[src/rtl/shifter8_arbiter_seq.sv]
`default_nettype none
// ============================================================================
//  Module   : shifter8_arbiter_seq
//  Purpose  : Round-robin arbiter that shares one external shifter8 datapath
//             (cc_logic + 8-bit register) between two requesters. A granted
//             job loads its byte into the shifter and then issues shift
//             chunks of at most MAX_CHUNK bits per cycle until the requested
//             amount is used up. The shifted byte is returned with a one-cycle
//             done pulse that is tagged with the owning requester.
//  Ports    : clk, reset_n             clock, asynchronous active-low reset
//             req0/1, op0/1,           request handshake and job fields
//             amt0/1, din0/1
//             ack0/1                   one-cycle accept pulse (IDLE only)
//             sh_op, sh_shamt, sh_d_in command bus to the shifter
//             sh_d_out                 shifter register contents
//             busy, done, done_id,     status and result
//             result
//  Revision : 1.0  initial release
// ============================================================================
module shifter8_arbiter_seq #(
    parameter int MAX_CHUNK = 3
) (
    input  logic       clk,
    input  logic       reset_n,
    input  logic       req0,
    input  logic       req1,
    input  logic [2:0] op0,
    input  logic [2:0] op1,
    input  logic [3:0] amt0,
    input  logic [3:0] amt1,
    input  logic [7:0] din0,
    input  logic [7:0] din1,
    output logic       ack0,
    output logic       ack1,
    output logic [2:0] sh_op,
    output logic [1:0] sh_shamt,
    output logic [7:0] sh_d_in,
    input  logic [7:0] sh_d_out,
    output logic       busy,
    output logic       done,
    output logic       done_id,
    output logic [7:0] result
);

    localparam logic [1:0] c_MAX_CHUNK = 2'(MAX_CHUNK);

    localparam logic [2:0] c_OP_NOP  = 3'b000;
    localparam logic [2:0] c_OP_LOAD = 3'b001;
    localparam logic [2:0] c_OP_LSL  = 3'b010;
    localparam logic [2:0] c_OP_LSR  = 3'b011;
    localparam logic [2:0] c_OP_ASR  = 3'b100;

    typedef enum logic [1:0] {
        S_IDLE  = 2'd0,
        S_LOAD  = 2'd1,
        S_SHIFT = 2'd2,
        S_DONE  = 2'd3
    } state_t;

    state_t     r_state;
    logic [2:0] r_op;
    logic [3:0] r_rem;
    logic [7:0] r_din;
    logic       r_owner;
    logic       r_last_grant;
    logic [7:0] r_result;

    logic       w_grant0;
    logic       w_grant1;
    logic [2:0] w_req_op;
    logic [3:0] w_req_amt;
    logic [7:0] w_req_din;
    logic       w_op_legal;
    logic [1:0] w_chunk;
    logic [3:0] w_rem_next;

    // Grants exist only in IDLE. The reset term keeps the ack outputs low
    // while reset is held, even if a requester is already waiting.
    always_comb begin
        w_grant0 = 1'b0;
        w_grant1 = 1'b0;
        if (reset_n && (r_state == S_IDLE)) begin
            if (req0 && req1) begin
                w_grant0 = r_last_grant;
                w_grant1 = ~r_last_grant;
            end else begin
                w_grant0 = req0;
                w_grant1 = req1;
            end
        end
    end

    assign w_req_op   = w_grant1 ? op1  : op0;
    assign w_req_amt  = w_grant1 ? amt1 : amt0;
    assign w_req_din  = w_grant1 ? din1 : din0;
    assign w_op_legal = (w_req_op == c_OP_LSL) || (w_req_op == c_OP_LSR) ||
                        (w_req_op == c_OP_ASR);

    // Chunk never exceeds rem, so rem cannot underflow.
    assign w_chunk    = (r_rem > {2'b00, c_MAX_CHUNK}) ? c_MAX_CHUNK : r_rem[1:0];
    assign w_rem_next = r_rem - {2'b00, w_chunk};

    always_ff @(posedge clk or negedge reset_n) begin
        if (!reset_n) begin
            r_state      <= S_IDLE;
            r_op         <= c_OP_NOP;
            r_rem        <= 4'd0;
            r_din        <= 8'd0;
            r_owner      <= 1'b0;
            r_last_grant <= 1'b1;
            r_result     <= 8'd0;
        end else begin
            case (r_state)
                S_IDLE: begin
                    if (w_grant0 || w_grant1) begin
                        r_op         <= w_req_op;
                        // Illegal ops skip the shift phase and return din.
                        r_rem        <= w_op_legal ? w_req_amt : 4'd0;
                        r_din        <= w_req_din;
                        r_owner      <= w_grant1;
                        r_last_grant <= w_grant1;
                        r_state      <= S_LOAD;
                    end
                end
                S_LOAD: begin
                    r_state <= (r_rem != 4'd0) ? S_SHIFT : S_DONE;
                end
                S_SHIFT: begin
                    r_rem <= w_rem_next;
                    if (w_rem_next == 4'd0) begin
                        r_state <= S_DONE;
                    end
                end
                S_DONE: begin
                    r_result <= sh_d_out;
                    r_state  <= S_IDLE;
                end
                default: begin
                    r_state <= S_IDLE;
                end
            endcase
        end
    end

    // Shifter command bus is a pure decode of registered state.
    always_comb begin
        sh_op    = c_OP_NOP;
        sh_shamt = 2'd0;
        sh_d_in  = 8'd0;
        case (r_state)
            S_LOAD: begin
                sh_op   = c_OP_LOAD;
                sh_d_in = r_din;
            end
            S_SHIFT: begin
                sh_op    = r_op;
                sh_shamt = w_chunk;
            end
            default: begin
                sh_op = c_OP_NOP;
            end
        endcase
    end

    assign ack0    = w_grant0;
    assign ack1    = w_grant1;
    assign busy    = (r_state != S_IDLE);
    assign done    = (r_state == S_DONE);
    assign done_id = r_owner;
    // During DONE the shifter already holds the final byte; afterwards the
    // captured copy keeps the result stable until the next job finishes.
    assign result  = done ? sh_d_out : r_result;

endmodule
`default_nettype wire

[config.mk]
export PLATFORM = sky130hd
export DESIGN_NAME = shifter8_arbiter_seq
export DESIGN_NICKNAME = d
export VERILOG_FILES = /design/src/rtl/shifter8_arbiter_seq.sv
export SDC_FILE = /design/constraint.sdc
export NUM_CORES = 1
export LEC_CHECK = 0
export BUFFER_PORTS_ARGS = -buffer_cell sky130_fd_sc_hd__buf_2
export CAP_MARGIN = 20
export CORE_MARGIN = 5
export CORE_UTILIZATION = 51
export CTS_CLUSTER_DIAMETER = 100
export DETAILED_ROUTE_END_ITERATION = 10
export HOLD_SLACK_MARGIN = 0.03
export PLACE_DENSITY = 0.9
export SKIP_CTS_REPAIR_TIMING = 1
export SYNTH_ARGS = -nofsm -noshare
export SYNTH_HDL_FRONTEND = slang
export SYNTH_SLANG_ARGS = --single-unit
[constraint.sdc]
create_clock -name clk -period 4.9 [get_ports clk]
set_clock_uncertainty 0.15 [all_clocks]
set_input_delay 1.47 -clock clk [delete_from_list [all_inputs] [get_ports clk]]
set_output_delay 1.47 -clock clk [all_outputs]
set_load 0.05 [all_outputs]
==> results of run 1 <==
placed cells by master, fill, tap and decap left out, drive strengths merged, types with 2 or more instances in the layout:
cell | netlist | layout
a21boi | 2 | 2
a21oi | 3 | 3
and2 | 11 | 11
and4bb | 2 | 2
buf | 6 | 69
clkbuf | 2 | 3
clkinv | 1 | 2
dfrtp | 26 | 26
ha | 6 | 6
inv | 7 | 7
mux2 | 10 | 10
mux2i | 15 | 15
nand2 | 20 | 20
nand2b | 2 | 2
nor2 | 6 | 6
nor2b | 2 | 2
o211ai | 3 | 3
o21ai | 16 | 16
per-layer routing:
| layer | GRT usage | vias to the layer above | share of wire |
|---|---|---|---|
| met1 | 0.183 | 648 | 0.40 |
| met4 | 0.0881 | 0 | 0.024 |
| li1 | - | 678 | - |
| met3 | 0.0238 | 8 | 0.068 |
| met2 | 0.327 | 56 | 0.51 |
| met5 | 0 | - | 0 |
final cells by class:
class	count	area, µm²	area share
Clock buffer	3	22.5	0.0114
Sequential cell	27	677	0.342
Tap cell	44	55.1	0.0278
Inverter	8	35.0	0.0177
Multi-Input combinational cell	113	832	0.421
Timing Repair Buffer	69	350	0.177
Clock inverter	1	5.00	0.00253
power groups by stage:
stage          clock (mW)  combinational, mW  sequential [mW]
3_5_place_dp            0              0.930            0.402
6_report           0.0971              0.926            0.397
3_3_place_gp            0              0.908            0.396
2_1_floorplan           0              0.746            0.389
5_1_grt             0.109              0.990            0.412
4_1_cts             0.100              0.931            0.396
cell families (layout without fill, tap and decap cells):
group	count (synthesis)	in the layout
DFF	27	27
and+or+nand+nor	49	49
muxes	25	25
buffers and inverters	16	81
AOI/OAI and AO/OA	33	33
adders and majority gates	6	6
worst register-to-register path, cell delays in order (launching register included):
cell	delay (ns)
sky130_fd_sc_hd__dfrtp_1	0.44
sky130_fd_sc_hd__inv_1	0.14
sky130_fd_sc_hd__ha_1	0.34
sky130_fd_sc_hd__o211ai_1	0.24
sky130_fd_sc_hd__buf_4	0.27
sky130_fd_sc_hd__nand2_1	0.13
sky130_fd_sc_hd__a21boi_2	0.21
sky130_fd_sc_hd__mux2_4	0.31
flip-flops by register name (all words and copies together), names as in the netlist:
name / cells
r_din: 8
r_result: 8
r_rem: 4
r_op: 3
r_state: 2
done_id: 1
r_last_grant: 1
cell usage after synthesis (all sizes together) (2+ instances only):
cell,n
dfrtp,26
nand2,20
o21ai,16
mux2i,15
and2,11
mux2,10
inv,7
buf,6
ha,6
nor2,6
a21oi,3
o211ai,3
a21boi,2
and4bb,2
clkbuf,2
nand2b,2
nor2b,2
path summary, 6_finish.rpt:
kind	startpoint	to	slack [ns]	depth (start not counted)
max	reset_n	ack1	0.64	5
min	r_last_grant$_DFFE_PN1P_	r_last_grant$_DFFE_PN1P_	0.33	2
max reg2reg	r_state[0]$_DFFE_PN0P_	r_state[1]$_DFFE_PN0P_	2.58	7
min reg2reg	r_last_grant$_DFFE_PN1P_	r_last_grant$_DFFE_PN1P_	0.33	2
max in group asynchronous	reset_n	r_last_grant$_DFFE_PN1P_	3.14	2
min in group asynchronous	reset_n	r_din[3]$_DFFE_PN0P_	0.87	1
==> flow_summary.yaml, run 1 <==
floorplanning:
  floorplan.initialDensity: 0.526
  vertical_die_dimension_um: 65.9
  std_cell_core_area_mm2: 0.00303
  die-width_um: 65.9
  die-area_mm2: 0.00434
  num_io_pins: 68
  rows: 20
synthesis:
  synthDistinctLibCells: 41
  yosys_warnings: 0
  synth_fa_ha_area_frac: 0.0471
  synth_simple_gate_area_share: 0.167
  synth.top_cells.by_area: "sky130_fd_sc_hd__dfrtp_1 (41%), sky130_fd_sc_hd__mux2i_1 (9.4%), sky130_fd_sc_hd__mux2_2 (6.4%)"
  largest_family_of_logic_cells_by_synthesized_area: "multiplexers"
  synthDominantCellAreaShare: 0.408
  avgSynthCellArea_um2: 10.2
  yosys_register_bits: 27
  post_synth_inst_count: 156
  yosysTopAreaCell: "sky130_fd_sc_hd__dfrtp_1"
  synth_compound_gate_area_share: 0.141
  synth_top_flop_cell: "sky130_fd_sc_hd__dfrtp_1"
  synth_edf_count: 0
  synth_xor_area_frac: 0
  share_of_the_yosys_chip_area_belonging_to_registers: 0.425
  syn_nets: 204
  synth.area.mux_share: 0.167
  async_flop_share: 1.00
  synthesis.area_mm2: 0.00159
route:
  drt_total_wl_mm: 3.67
  drtIter0Drc: 67
  avgViaCountPerCell: 5.25
  drc_errors: 0
  postRouteAntennaNets: 0
  routed-via-count: 1390
  detailedRoute.firstPassIterationCount: 4
  routedWlPerCell_um: 13.8
final_layout:
  area_delta_synth_final_pct: 24.1
  final_core_util: 0.653
  filler_cell_count: 250
  layout.nets: 270
  design_area_mm2: 0.00198
  post_route_cells_drive_above_1_share: 0.407
  stdcell_count: 265
  antenna_fix_cells: 0
power:
  part_of_the_total_power_dissipated_in_sequential_elements: 0.279
  switching_share: 0.535
  share_of_total_power_in_the_clock_network: 0.068
  report.power.total_mw: 1.42
  comb_power_share: 0.652
  cell_internal_pwr_mw: 0.659
  power.static_leakage_nw: 1.09
  total_switching_power_mw: 0.760
  power_density_mw_per_mm2: 718
  ir_drop_v: 0.000274
timing:
  normalized_max_slew_margin: 0.739
  worstMarginPinSlew_ns: 0.392
  layout_setup_ws_ns: 0.644
  rsz0062_at_grt: "false"
  finalMaxSlewViolations: 0
  period_share: 0.869
  maxClockFrequency_mhz: 235
  final-setup-viol-count: 0
  setup_total_negative_slack_ns: 0
  post-route-min-period_ns: 4.26
  hold_ws_ns: 0.330
  timing.final.hold_violations: 0
clocking:
  clk_root_buffer_cell: "sky130_fd_sc_hd__clkbuf_4"
  cts_tree: "yes"
  numCtsBuffers: 3
  worst_skew_pair_later_pin_latency_ns: 0.33
  ctsHtreeMaxLevel: 1
  path_clk_slew_ns: 0.14
  clock_tree.buffer_depth: 2
  tritoncts_num_sinks: 27
global_routing:
  grt_start_max_net_pins: 27
  antenna_violations_before_repair: 0
  first_global_vias: 1374
  global_route.overflow_total: 0
  global_route_usage_over_all_layers: 0.173
  grt_pass1_wl_mm: 5.82
outcome:
  status: "finished clean"
flow_run:
  max_cap_viol_count: 0
worst_setup_path:
  critical_path_class: "primary input to output port"
  cp_max_fo: 17
  cp.required_ns: 3.28
  cp_slowest_stage_delay_ns: 0.31
  worst_path_dominant_cell_family: "buffers and inverters"
  cp_cell_sequence: "buf_2, nand3_1, nand2b_4, clkinv_4, buf_2"
  worst-path-buf-inv: 3
  crit_slowest_cell: "sky130_fd_sc_hd__buf_2"
  critPathMostFrequentCell: "sky130_fd_sc_hd__buf_2"
  cp-end-kind: "output port"
  crit_arrival_ns: 2.64
  worst_setup_path_start_kind: "primary input"
placement:
  i_o_buffers: 67
  detailedPlace.worstSlack_ns: 0.615
  gp_congestion: 0.885
  post-place-cells: 261
  post_dp_cell_area_mm2: 0.00195
  post-dp-hpwl_mm: 3.00
min_path:
  worst_hold_path_type: "flop to flop"
Note: power is estimated with default switching activity, not from simulation.
==> run 2: changes to the inputs <==
Settings changed: BUFFER_PORTS_ARGS -buffer_cell sky130_fd_sc_hd__buf_2 to -buffer_cell sky130_fd_sc_hd__buf_4, SKIP_LAST_GASP set to 1.
==> run 2 against run 1 <==
Cell area up 8.5%. Setup slack gained 0.24 ns. Highest routed layer unchanged. Sequential share of layout area is 2.7 points lower. Combinational power up 7.2%. Clock power decreased by 4.0%. Worst hold slack better by 0.0047 ns.
==> flow_summary.yaml, run 2 (synthesis gave the netlist of run 1 again) <==
final_layout:
  layout.nets: 270
  filler_cell_count: 243
  reg_top3: "r_din x8, r_result x8, r_rem x4"
  final_core_util: 0.708
  post_route_cells_drive_above_1_share: 0.407
  area_delta_synth_final_pct: 34.6
  antenna_fix_cells: 0
  design_area_mm2: 0.00214
  layout_commonest_cell: "sky130_fd_sc_hd__buf_4"
  mostFrequentLayoutCells: "sky130_fd_sc_hd__buf_4 (69), sky130_fd_sc_hd__dfrtp_1 (26), sky130_fd_sc_hd__nand2_1 (20)"
  sequential_cell_area_um2: 677
  area_of_the_multi_input_gates_um2: 832
timing:
  post-route-min-period_ns: 4.02
  worstMarginPinSlew_ns: 0.718
  final-setup-viol-count: 0
  maxClockFrequency_mhz: 249
  setup_total_negative_slack_ns: 0
  period_share: 0.820
  timing.final.hold_violations: 0
  finalMaxSlewViolations: 0
  normalized_max_slew_margin: 0.519
  rsz0062_at_grt: "false"
clocking:
  clk_root_buffer_cell: "sky130_fd_sc_hd__clkbuf_4"
  ctsHtreeMaxLevel: 1
  tritoncts_num_sinks: 27
  cts_tree: "yes"
  clock_tree.buffer_depth: 2
  path_clk_slew_ns: 0.13
  worst_skew_pair_later_pin_latency_ns: 0.32
  numCtsBuffers: 3
placement:
  gp_congestion: 0.862
  i_o_buffers: 67
  post-dp-hpwl_mm: 3.08
  post_dp_cell_area_mm2: 0.00212
floorplanning:
  floorplan.initialDensity: 0.526
  vertical_die_dimension_um: 65.9
  num_io_pins: 68
  die-area_mm2: 0.00434
  die-width_um: 65.9
  std_cell_core_area_mm2: 0.00303
  rows: 20
power:
  ir_drop_v: 0.000293
  power.static_leakage_nw: 1.14
  power_density_mw_per_mm2: 691
worst_setup_path:
  critical_path_class: "primary input to output port"
  worst-path-buf-inv: 3
  worst_path_dominant_cell_family: "buffers and inverters"
  crit_slowest_cell: "sky130_fd_sc_hd__nand2b_4"
  cp-end-kind: "output port"
  reg2reg_depth: 7
  worst_setup_path_start_kind: "primary input"
  cp.required_ns: 3.28
  cp_max_fo: 16
  cp_cell_sequence: "buf_4, nand3_1, nand2b_4, clkinv_4, buf_4"
  cp_slowest_stage_delay_ns: 0.31
  reg2reg_setup_slack_ns: 2.43
  critPathMostFrequentCell: "sky130_fd_sc_hd__buf_4"
  crit_arrival_ns: 2.40
  worstSetupPathDepth: 5
route:
  detailedRoute.firstPassIterationCount: 4
  drc_errors: 0
  postRouteAntennaNets: 0
  avgViaCountPerCell: 5.28
  drt_total_wl_mm: 3.74
  routedWlPerCell_um: 14.1
  routed-via-count: 1398
  drtIter0Drc: 44
outcome:
  status: "finished clean"
global_routing:
  global_route_usage_over_all_layers: 0.185
  grt_start_max_net_pins: 21
  first_global_vias: 1375
  global_route.overflow_total: 0
  antenna_violations_before_repair: 0
  grt_pass1_wl_mm: 6.24
min_path:
  hold-path-cell-count: 2
  worst_hold_path_type: "flop to flop"
flow_run:
  max_cap_viol_count: 0
-- run 2: cell types whose count changed in the layout (fill, tap and decap cells not counted) --
cell                    delta
sky130_fd_sc_hd__buf_2    -67
sky130_fd_sc_hd__buf_4    +67
-- run 2: path summary, 6_finish.rpt --
kind	endpoint	startpoint
max	ack1	reset_n
min	r_last_grant$_DFFE_PN1P_	r_last_grant$_DFFE_PN1P_
max reg2reg	r_state[1]$_DFFE_PN0P_	r_state[0]$_DFFE_PN0P_
min reg2reg	r_last_grant$_DFFE_PN1P_	r_last_grant$_DFFE_PN1P_
max in group asynchronous	r_result[3]$_DFF_PN0_	reset_n
min in group asynchronous	done_id$_DFFE_PN0P_	reset_n
-- run 2: layer usage --
| layer | routed length [µm] | track usage | part of all wire |
|---|---|---|---|
| met1 | 1580 | 0.217 | 0.42 |
| met2 | 1900 | 0.333 | 0.51 |
| met3 | 223 | 0.0408 | 0.060 |
| met4 | 34 | 0.0544 | 0.0091 |
| met5 | 0 | 0 | 0 |
-- run 2: worst reg2reg max path: stages (launching register included) --
cell	delay (ns)
sky130_fd_sc_hd__dfrtp_1	0.44
sky130_fd_sc_hd__inv_1	0.13
sky130_fd_sc_hd__ha_1	0.32
sky130_fd_sc_hd__o211ai_1	0.35
sky130_fd_sc_hd__buf_4	0.33
sky130_fd_sc_hd__nand2_1	0.14
sky130_fd_sc_hd__a21boi_2	0.21
sky130_fd_sc_hd__mux2_4	0.31
-- run 2: per-stage QoR --
stage / hold WS (ns) / setup slack, ns / total power [mW] / instances
final: 0.334 / 0.881 / 1.48 / 265
after CTS: 0.335 / 0.873 / 1.49 / 265
after global placement: 0.306 / 0.894 / 1.37 / 261
after floorplan: 0.292 / 1.28 / 1.14 / 156
after detailed placement: 0.318 / 0.876 / 1.40 / 261
after global routing: 0.362 / 0.794 / 1.59 / 265
-- run 2: cell type report --
class,instances,share of cell area
multi-input combinational,113,0.388
sequential,27,0.316
timing repair buffer,69,0.242
tap,44,0.0257
inverter,8,0.0163
clock buffer,3,0.0105
clock inverter,1,0.00233
-- run 2: where the power goes --
part,internal (mW),switching (mW),total (mW)
sequential,0.331,0.0650,0.396
combinational,0.362,0.632,0.993
clock,0.0306,0.0626,0.0932
==> run 3: changes to the inputs <==
Settings changed: CORE_UTILIZATION 51 to 43, PLACE_DENSITY 0.9 to 0.81.
Clock period 4.9 ns to 3.3 ns, I/O delays scaled along.
==> run 3 against run 2 <==
Via count is 3.6% lower. Routed wire length fell by 4.4%. First-iteration DRC count is 36% higher. Final cell count is 2.3% higher. Critical path type is now flop to output port. Critical endpoint is now sh_shamt[1].
==> flow_summary.yaml, run 3 (synthesis gave the netlist of run 1 again) <==
global_routing:
  grt_pass1_wl_mm: 6.09
  antenna_violations_before_repair: 0
  grt_start_max_net_pins: 28
  global_route_usage_over_all_layers: 0.149
  global_route.overflow_total: 0
  first_global_vias: 1397
worst_setup_path:
  reg2reg_setup_slack_ns: 1.01
  worst_setup_path_start_kind: "flop"
  cp-end-kind: "output port"
  critical_path_class: "flop to output port"
  cp_cell_sequence: "inv_1, ha_1, inv_1, a21oi_1, buf_4"
  critPathMostFrequentCell: "sky130_fd_sc_hd__inv_1"
  crit_arrival_ns: 1.81
  rr_startpoint: "r_rem[2]$_DFFE_PN0P_"
  cp_max_fo: 11
  crit_slowest_cell: "sky130_fd_sc_hd__dfrtp_1"
  reg2reg_depth: 7
  cp.required_ns: 2.16
  cp_slowest_stage_delay_ns: 0.43
  reg2reg_to: "r_state[1]$_DFFE_PN0P_"
floorplanning:
  std_cell_core_area_mm2: 0.00363
  floorplan.initialDensity: 0.438
  die-width_um: 70.9
  num_io_pins: 68
  die-area_mm2: 0.00502
  rows: 22
  vertical_die_dimension_um: 70.9
route:
  drc_errors: 0
  routed-via-count: 1347
  drt_total_wl_mm: 3.58
  drtIter0Drc: 60
  avgViaCountPerCell: 4.97
  detailedRoute.firstPassIterationCount: 4
  wirelength_met1_mm: 1.51
  dr.max_layer_used: "met4"
  postRouteAntennaNets: 0
  routed-wl-met2_mm: 1.79
  met3_wirelength_um: 237
  routedWlPerCell_um: 13.2
final_layout:
  mostFrequentLayoutCells: "sky130_fd_sc_hd__buf_4 (71), sky130_fd_sc_hd__dfrtp_1 (26), sky130_fd_sc_hd__nand2_1 (20)"
  area_delta_synth_final_pct: 37.3
  reg_top3: "r_din x8, r_result x8, r_rem x4"
  layout_commonest_cell: "sky130_fd_sc_hd__buf_4"
  final_core_util: 0.602
  layout.nets: 272
  post_route_cells_drive_above_1_share: 0.413
  antenna_fix_cells: 0
  design_area_mm2: 0.00219
placement:
  post_dp_cell_area_mm2: 0.00214
  i_o_buffers: 67
  gp_congestion: 0.796
  post-dp-hpwl_mm: 2.84
min_path:
  hold-path-cell-count: 2
  holdCritStartpoint: "r_din[6]$_DFFE_PN0P_"
  worst_hold_path_type: "flop to flop"
  worstHoldEndpoint: "r_din[6]$_DFFE_PN0P_"
timing:
  finalMaxSlewViolations: 0
  rsz0062_at_grt: "false"
  timing.final.hold_violations: 0
  final-setup-viol-count: 0
  normalized_max_slew_margin: 0.748
  post-route-min-period_ns: 2.95
  maxClockFrequency_mhz: 339
  period_share: 0.895
  worstMarginPinSlew_ns: 0.378
  setup_total_negative_slack_ns: 0
power:
  report.power.total_mw: 2.24
  power.static_leakage_nw: 1.15
  ir_drop_v: 0.000376
  power_density_mw_per_mm2: 1030
clocking:
  cts_tree: "yes"
  tritoncts_num_sinks: 27
  ctsHtreeMaxLevel: 1
  numCtsBuffers: 3
  worst_skew_pair_later_pin_latency_ns: 0.27
  path_clk_slew_ns: 0.10
  clock_tree.buffer_depth: 2
  clk_root_buffer_cell: "sky130_fd_sc_hd__clkbuf_8"
outcome:
  status: "finished clean"
flow_run:
  max_cap_viol_count: 0
==> run 3: metrics by stage <==
stage               cells  hold slack [ns]  setup WS [ns]
CTS                   271            0.335          0.329
detailed placement    267            0.313          0.545
floorplan             156            0.292          0.326
global route          271            0.347          0.179
global placement      267            0.306          0.558
finish                271            0.331          0.347
==> run 3: routing by layer <==
layer | vias to the layer above | global-route usage
met4 | 0 | 0.0376
li1 | 679 | -
met5 | - | 0
met1 | 630 | 0.173
met2 | 34 | 0.271
met3 | 4 | 0.0384
==> run 3: worst max path at each step <==
| stage | start | end | cells after the start | slack [ns] |
|---|---|---|---|---|
| 2_1_floorplan | r_state[0]$_DFFE_PN0P_ | sh_shamt[1] | 5 | 0.33 |
| 3_3_place_gp | reset_n | ack1 | 5 | 0.56 |
| 3_5_place_dp | reset_n | ack1 | 5 | 0.55 |
| 4_1_cts | r_state[0]$_DFFE_PN0P_ | sh_shamt[1] | 5 | 0.33 |
| 5_1_grt | r_state[0]$_DFFE_PN0P_ | sh_shamt[1] | 5 | 0.18 |
| 6_report | r_state[0]$_DFFE_PN0P_ | sh_shamt[1] | 5 | 0.35 |
==> run 3: critical path: cells and delay by family (launching register included) <==
kind / cells / cell delay (ns)
AOI/OAI and AO/OA: 1 / 0.16
DFF: 1 / 0.43
buffers and inverters: 3 / 0.55
adders and majority gates: 1 / 0.40
==> run 3: power breakdown <==
part | leakage (nW) | switching (mW) | total [mW] | internal [mW]
Combinational | 0.798 | 0.924 | 1.46 | 0.540
Sequential | 0.329 | 0.0913 | 0.584 | 0.492
Clock | 0.0261 | 0.107 | 0.196 | 0.0885
Total | 1.15 | 1.12 | 2.24 | 1.12
==> run 3: area by class of cell <==
class	instances	area [µm²]
clock buffers	3	41.3
clock inverters	1	8.76
fillers	335	1450
inverters	8	35.0
multi-input cells	113	832
flip-flops and latches	27	677
well taps	48	60.1
repair buffers	71	533
